<file path="config.mk">
export PLATFORM = sky130hd
export DESIGN_NAME = mult_div_unit
export DESIGN_NICKNAME = d
export VERILOG_FILES = /design/src/rtl/mult_div_unit_pkg.sv /design/src/rtl/mult_div_unit_div.sv /design/src/rtl/mult_div_unit.sv
export SDC_FILE = /design/constraint.sdc
export NUM_CORES = 2
export LEC_CHECK = 0
export ABC_CLOCK_PERIOD_IN_PS = 37200
export CORE_AREA = 3 3 352 354
export CTS_CLUSTER_SIZE = 28
export DETAILED_ROUTE_END_ITERATION = 10
export DIE_AREA = 0 0 355 357
export GPL_ROUTABILITY_DRIVEN = 0
export GPL_TIMING_DRIVEN = 0
export PLACE_DENSITY = 0.77
export REMOVE_ABC_BUFFERS = 1
export SLEW_MARGIN = 20
export SYNTH_ARGS = -nofsm -noshare
export SYNTH_HDL_FRONTEND = slang
export SYNTH_HIERARCHICAL = 1
export SYNTH_SLANG_ARGS = --single-unit
</file>
<file path="constraint.sdc">
create_clock -name clk -period 37.2 [get_ports clk]
set_clock_uncertainty 0.15 [all_clocks]
set_input_delay 5.58 -clock clk [delete_from_list [all_inputs] [get_ports clk]]
set_output_delay 5.58 -clock clk [all_outputs]
set_load 0.03 [all_outputs]
</file>
<file path="src/rtl/mult_div_unit_pkg.sv">
// Shared op/state encodings, timing constants and op-decode helpers for the
// HI/LO multiply/divide unit.
package mult_div_unit_pkg;

    typedef enum logic [2:0] {
        OP_MULT  = 3'd0,
        OP_MULTU = 3'd1,
        OP_DIV   = 3'd2,
        OP_DIVU  = 3'd3,
        OP_MADD  = 3'd4,
        OP_MADDU = 3'd5,
        OP_MSUB  = 3'd6,
        OP_MSUBU = 3'd7
    } md_op_e;

    typedef enum logic [2:0] {
        IDLE = 3'd0,
        MUL  = 3'd1,
        DIV  = 3'd2,
        SIGN = 3'd3,
        DONE = 3'd4
    } md_state_e;

    localparam int MUL_LATENCY = 2;
    localparam int DIV_ITERS   = 32;

    localparam logic [1:0] MULTEXT_NONE = 2'b00;
    localparam logic [1:0] MULTEXT_ADD  = 2'b01;
    localparam logic [1:0] MULTEXT_SUB  = 2'b10;

    function automatic logic is_div_op(input md_op_e op);
        return (op == OP_DIV) || (op == OP_DIVU);
    endfunction

    function automatic logic is_signed_op(input md_op_e op);
        return (op == OP_MULT) || (op == OP_DIV) || (op == OP_MADD) || (op == OP_MSUB);
    endfunction

    function automatic logic [1:0] ext_of_op(input md_op_e op);
        case (op)
            OP_MADD, OP_MADDU: return MULTEXT_ADD;
            OP_MSUB, OP_MSUBU: return MULTEXT_SUB;
            default:           return MULTEXT_NONE;
        endcase
    endfunction

endpackage

</file>
<file path="src/rtl/mult_div_unit_div.sv">
// Iterative radix-2 restoring divider on 32-bit unsigned magnitudes.
// Loads on i_start, then performs one quotient bit per clock for DIV_ITERS clocks.
module div_radix2
    import mult_div_unit_pkg::*;
(
    input  logic        clk,
    input  logic        rst,
    input  logic        i_abort,
    input  logic        i_start,
    input  logic [31:0] i_dividend,
    input  logic [31:0] i_divisor,
    output logic        o_done,
    output logic [31:0] o_quotient,
    output logic [31:0] o_remainder
);

    localparam logic [4:0] LAST_ITER = 5'(DIV_ITERS - 1);

    logic        r_busy;
    logic [4:0]  r_count;
    logic [31:0] r_quo;
    logic [31:0] r_rem;
    logic [31:0] r_div;
    logic [32:0] w_shift;
    logic        w_ge;

    // Partial remainder shifted left with the next dividend bit taken from the quotient register.
    assign w_shift = {r_rem, r_quo[31]};
    assign w_ge    = (w_shift >= {1'b0, r_div});

    always_ff @(posedge clk) begin
        if (rst || i_abort) begin
            r_busy  <= 1'b0;
            r_count <= '0;
        end else if (i_start) begin
            r_busy  <= 1'b1;
            r_count <= '0;
        end else if (r_busy) begin
            r_count <= r_count + 5'd1;
            if (r_count == LAST_ITER) begin
                r_busy <= 1'b0;
            end
        end
    end

    // NOTE: datapath registers carry no reset; they are always loaded before
    // being consumed, so only the control state above needs one.
    always_ff @(posedge clk) begin
        if (i_start) begin
            r_quo <= i_dividend;
            r_rem <= '0;
            r_div <= i_divisor;
        end else if (r_busy) begin
            r_quo <= {r_quo[30:0], w_ge};
            r_rem <= w_ge ? 32'(w_shift - {1'b0, r_div}) : w_shift[31:0];
        end
    end

    assign o_done      = r_busy && (r_count == LAST_ITER);
    assign o_quotient  = r_quo;
    assign o_remainder = r_rem;

endmodule

</file>
<file path="src/rtl/mult_div_unit.sv">
// HI/LO multiply/divide unit: single-cycle 32x32 multiply with optional
// accumulate/subtract, and a 32-iteration restoring divider with sign fix-up.
module mult_div_unit
    import mult_div_unit_pkg::*;
(
    input  logic        clk,
    input  logic        rst,
    input  logic        Flush,
    input  logic        EXE_MultDivStart,
    input  logic [2:0]  EXE_MultDivOp,
    input  logic [31:0] EXE_OutA,
    input  logic [31:0] EXE_OutB,
    input  logic [31:0] HI_Rd,
    input  logic [31:0] LO_Rd,
    output logic        MULT_DIV_busy,
    output logic        MULT_DIV_finish,
    output logic [31:0] EXE_MULTDIVtoHI,
    output logic [31:0] EXE_MULTDIVtoLO,
    output logic [1:0]  EXE_MultiExtendOp
);

    md_state_e   r_state;
    md_state_e   w_next_state;
    md_op_e      r_op;
    md_op_e      w_in_op;
    logic [31:0] r_a;
    logic [31:0] r_b;
    logic [31:0] r_acc_hi;
    logic [31:0] r_acc_lo;
    logic [31:0] r_res_hi;
    logic [31:0] r_res_lo;
    logic [31:0] r_out_hi;
    logic [31:0] r_out_lo;
    logic [1:0]  r_out_ext;

    logic        w_accept;
    logic        w_in_signed;
    logic        w_div_start;
    logic        w_div_done;
    logic        w_finish;
    logic [31:0] w_mag_a;
    logic [31:0] w_mag_b;
    logic [31:0] w_quo;
    logic [31:0] w_rem;
    logic [63:0] w_a_ext;
    logic [63:0] w_b_ext;
    logic [63:0] w_product;
    logic [63:0] w_mul_result;
    logic        w_sign_a;
    logic        w_sign_b;
    logic [31:0] w_sign_hi;
    logic [31:0] w_sign_lo;

    assign w_in_op     = md_op_e'(EXE_MultDivOp);
    assign w_accept    = (r_state == IDLE) && EXE_MultDivStart && !Flush;
    assign w_in_signed = is_signed_op(w_in_op);
    assign w_div_start = w_accept && is_div_op(w_in_op);
    assign w_mag_a     = (w_in_signed && EXE_OutA[31]) ? -EXE_OutA : EXE_OutA;
    assign w_mag_b     = (w_in_signed && EXE_OutB[31]) ? -EXE_OutB : EXE_OutB;

    div_radix2 u_div (
        .clk         (clk),
        .rst         (rst),
        .i_abort     (Flush),
        .i_start     (w_div_start),
        .i_dividend  (w_mag_a),
        .i_divisor   (w_mag_b),
        .o_done      (w_div_done),
        .o_quotient  (w_quo),
        .o_remainder (w_rem)
    );

    // NOTE: next state is given a default before the case so no path leaves it
    // unassigned, which would otherwise infer a latch.
    always_comb begin
        w_next_state = r_state;
        unique case (r_state)
            IDLE:    if (w_accept) w_next_state = is_div_op(w_in_op) ? DIV : MUL;
            MUL:     w_next_state = DONE;
            DIV:     if (w_div_done) w_next_state = SIGN;
            SIGN:    w_next_state = DONE;
            DONE:    w_next_state = IDLE;
            default: w_next_state = IDLE;
        endcase
        if (Flush) begin
            w_next_state = IDLE;
        end
    end

    // Sign-extending to 64 bits makes the truncated product correct for both signednesses.
    assign w_a_ext   = is_signed_op(r_op) ? {{32{r_a[31]}}, r_a} : {32'b0, r_a};
    assign w_b_ext   = is_signed_op(r_op) ? {{32{r_b[31]}}, r_b} : {32'b0, r_b};
    assign w_product = w_a_ext * w_b_ext;

    always_comb begin
        w_mul_result = w_product;
        case (ext_of_op(r_op))
            MULTEXT_ADD: w_mul_result = {r_acc_hi, r_acc_lo} + w_product;
            MULTEXT_SUB: w_mul_result = {r_acc_hi, r_acc_lo} - w_product;
            default:     w_mul_result = w_product;
        endcase
    end

    assign w_sign_a = is_signed_op(r_op) && r_a[31];
    assign w_sign_b = is_signed_op(r_op) && r_b[31];

    // A zero divisor bypasses sign correction so HI returns the raw dividend.
    always_comb begin
        w_sign_hi = w_sign_a ? -w_rem : w_rem;
        w_sign_lo = (w_sign_a ^ w_sign_b) ? -w_quo : w_quo;
        if (r_b == 32'd0) begin
            w_sign_hi = r_a;
            w_sign_lo = 32'hFFFF_FFFF;
        end
    end

    always_ff @(posedge clk) begin
        if (rst) begin
            r_state   <= IDLE;
            r_out_hi  <= '0;
            r_out_lo  <= '0;
            r_out_ext <= MULTEXT_NONE;
        end else begin
            r_state <= w_next_state;
            if (w_finish) begin
                r_out_hi  <= r_res_hi;
                r_out_lo  <= r_res_lo;
                r_out_ext <= ext_of_op(r_op);
            end
        end
    end

    always_ff @(posedge clk) begin
        if (w_accept) begin
            r_op     <= w_in_op;
            r_a      <= EXE_OutA;
            r_b      <= EXE_OutB;
            r_acc_hi <= HI_Rd;
            r_acc_lo <= LO_Rd;
        end
        if (r_state == MUL) begin
            {r_res_hi, r_res_lo} <= w_mul_result;
        end else if (r_state == SIGN) begin
            r_res_hi <= w_sign_hi;
            r_res_lo <= w_sign_lo;
        end
    end

    assign w_finish          = (r_state == DONE) && !Flush && !rst;
    assign MULT_DIV_busy     = (r_state != IDLE);
    assign MULT_DIV_finish   = w_finish;
    assign EXE_MULTDIVtoHI   = w_finish ? r_res_hi : r_out_hi;
    assign EXE_MULTDIVtoLO   = w_finish ? r_res_lo : r_out_lo;
    assign EXE_MultiExtendOp = w_finish ? ext_of_op(r_op) : r_out_ext;

endmodule

</file>
==> flow_summary.yaml <==
outcome:
  status: "completed"
yosys:
  netlist_instances: 7921
  synth.ff_latch_count: 366
  netlist-cell-type-count: 109
  synth_edf_count: 259
  seq_area_frac_synth_pct: 13.7
  post-synth-top-area-fraction_pct: 39.5
  ys_async_sr_fraction_pct: 0
  synth_warnings: 6
  synth.top_cells.by_area: "sky130_fd_sc_hd__fa_1 (39%), sky130_fd_sc_hd__edfxtp_1 (11%), sky130_fd_sc_hd__inv_1 (8.6%)"
  post_synth_instance_area_mm2: 0.0723
  ys.flop_type: "sky130_fd_sc_hd__edfxtp_1"
  synth_area_per_cell_um2: 9.13
  synth_area_leader_cell: "sky130_fd_sc_hd__fa_1"
cts:
  cts-root-buf: "sky130_fd_sc_hd__clkbuf_16"
  cts_tree: "done"
  holdBufCountCts: 0
  cts.repair.resized: 0
  postCtsSetupRepairBufs: 0
  cts_buffers: 36
  clockBufferDepth: 3
  numClockSinks: 366
  worstSkewPairLatency_ns: 0.57
  cts.htree.levels: 2
  clkTransAtPathRegs_ns: 0.07
global_routing:
  grt_max_degree: 77
  initial_antenna_violation_count: 12
  wire_length_of_the_first_global_routing_pass_um: 328000
  grtUsageTotal_pct: 33.3
  grt_overflow_total: 0
  number_of_global_route_vias_before_repair: 58700
final_layout:
  final_cell_count_no_fill: 9560
  proportion_of_layout_cells_with_a_drive_suffix_above_1_pct: 4.15
  layout-area-overhead-vs-synth_pct: 8.42
  most-common-layout-cells: "sky130_fd_sc_hd__inv_1 (1653), sky130_fd_sc_hd__fa_1 (1426), sky130_fd_sc_hd__nand2_1 (1158)"
  finalCoreUtilization_pct: 64.6
  layout_commonest_cell: "sky130_fd_sc_hd__inv_1"
  layout.nets: 9867
routing:
  post-route-drc-count: 0
  number_of_nets_with_antenna_violations_after_routing: 0
  routed-via-count: 56100
  detail_route.iter0.violations: 5740
  post_drt_wl_per_cell_um: 21.6
  detail_route.wirelength_um: 207000
  drt_pre_antenna_iters: 8
  routed_via_density: 5.86
min_path:
  min_delay_worst_endpoint: "u_div/r_count[3]"
  hold_start: "u_div/r_count[3]"
  holdPathStages: 2
  worstHoldPathType: "reg2reg"
sta:
  final_hold_viol_count: 0
  maxSlewHeadroom_pct: 24.5
  setup-tns-final_ns: 0
  final.min_clock_period_ns: 14.77
  rsz0062_at_grt: "false"
  min_period_over_period_pct: 39.7
  maxSlewViolCount: 0
  holdWs_ns: 0.370
  setup_viol: 0
  max_slew.worst_pin.slew_ns: 1.13
  fmaxAchievable_mhz: 67.7
floorplan:
  start_util_pct: 59.6
  num_rows: 128
  ioPinCount: 203
  std_cell_core_area_mm2: 0.121
  dieArea_mm2: 0.127
  die_width_um: 355
  die_h_um: 357
worst_setup_path:
  endpoint_kind: "flip-flop"
  critical_path.reg2reg.endpoint: "r_res_hi[29]"
  worst_reg_to_reg_cells: 42
  worstSetupPathType: "reg2reg"
  cp_data_required_time_ns: 37.35
  timing.reg2reg.setup_slack_ns: 22.43
  arrival_ns: 14.91
  cpPeakStageDelay_ns: 0.83
  worstPathMaxFanout: 30
  r2r-start: "r_op[0]"
  critical-path-slowest-cell: "sky130_fd_sc_hd__edfxtp_1"
  worst_path_most_repeated_cell: "sky130_fd_sc_hd__fa_1"
  worst_setup_start_kind: "flip-flop"
flow_run:
  drv.max_cap_violation_count: 0
placement:
  cell_count_after_placement: 9486
  detailed_place_hpwl_um: 175000
  port_buffers: 202
-- sequential cells by signal (all words and copies together) (netlist names) --
| name | count |
|---|---|
| r_a | 32 |
| r_acc_hi | 32 |
| r_acc_lo | 32 |
| r_b | 32 |
| r_op | 3 |
| r_out_ext | 2 |
| r_out_hi | 32 |
| r_out_lo | 32 |
| r_res_hi | 32 |
| r_res_lo | 32 |
| r_state | 3 |
| u_div/o_quotient | 32 |
| u_div/o_remainder | 32 |
| u_div/r_busy | 1 |
| u_div/r_count | 5 |
| u_div/r_div | 32 |
-- worst max path at each step --
stage                     startpoint  slack, ns                   to
final                        r_op[0]      22.43         r_res_hi[29]
after global routing         r_op[0]      22.09         r_res_hi[29]
after floorplan                Flush      22.93   EXE_MULTDIVtoHI[0]
after detailed placement     r_op[0]      22.75         r_res_hi[31]
after CTS                    r_op[0]      22.73         r_res_hi[31]
after global placement           rst      18.65  EXE_MULTDIVtoLO[16]
-- kinds of logic (layout without fill, tap and decap cells) --
family / after synthesis / after routing / share of synthesized area (%)
AND/OR/NAND/NOR: 2311 / 2311 / 15.1
XOR/XNOR: 361 / 361 / 4.39
adder cells (fa/ha/maj): 1836 / 1836 / 46.5
AO/OA/AOI/OAI: 939 / 939 / 8.68
other: 0 / 8 / 0
flip-flops: 366 / 366 / 13.7
buffers and inverters: 2054 / 2060 / 10.8
multiplexers: 54 / 54 / 0.806
-- cell usage after synthesis, drive strengths merged, types with 22 or more instances --
| cell | number |
|---|---|
| clkbuf | 341 |
| and2 | 371 |
| nand2b | 43 |
| buf | 56 |
| a31oi | 41 |
| nand3 | 70 |
| xnor2 | 249 |
| a21oi | 306 |
| nor2b | 99 |
| o21bai | 22 |
| a21o | 99 |
| nand2 | 1162 |
| edfxtp | 259 |
| inv | 1657 |
| and3 | 35 |
| or3 | 30 |
| xor2 | 112 |
| nand4 | 44 |
| nor3 | 76 |
| nor4 | 37 |
| nor2 | 271 |
| dfxtp | 107 |
| o211ai | 29 |
| fa | 1426 |
| a211oi | 61 |
| o31ai | 30 |
| o21a | 25 |
| mux2 | 34 |
| o21ai | 155 |
| ha | 406 |
-- routing by layer --
| metal | track usage [%] | routed length, um | vias to the layer above |
|---|---|---|---|
| met1 | 43.2 | 78800 | 28000 |
| met2 | 53.2 | 93800 | 3030 |
| met3 | 7.46 | 21000 | 631 |
| li1 | - | - | 24400 |
| met4 | 16.3 | 13100 | 8 |
| met5 | 0 | 51 | - |
-- layout make-up --
class | instances | area [um2]
Multi-Input combinational cell | 5501 | 54700
Fill cell | 9489 | 43000
Sequential cell | 366 | 9920
Inverter | 1657 | 6220
Timing Repair Buffer | 338 | 4350
Tap cell | 1625 | 2030
Clock buffer | 44 | 952
Clock inverter | 21 | 179
Antenna cell | 8 | 20.0
-- stage by stage --
step                instance area, um2  setup WS (ns)
floorplan                        70800          22.93
global placement                 74800          18.65
detailed placement               77200          22.75
CTS                              78400          22.73
global route                     78400          22.09
finish                           78400          22.43
-- worst max-delay path, delay by kind of cell (launching register included) --
family | cells | cell delay (ns)
xor+xnor | 3 | 0.83
fa+ha+maj | 12 | 6.45
simple gates | 8 | 2.53
compound gates | 11 | 2.68
flops | 1 | 0.83
buf+inv | 8 | 1.03
Power is not shown: default switching activity piles up to over one toggle a cycle in this logic, so the estimate is an artifact.
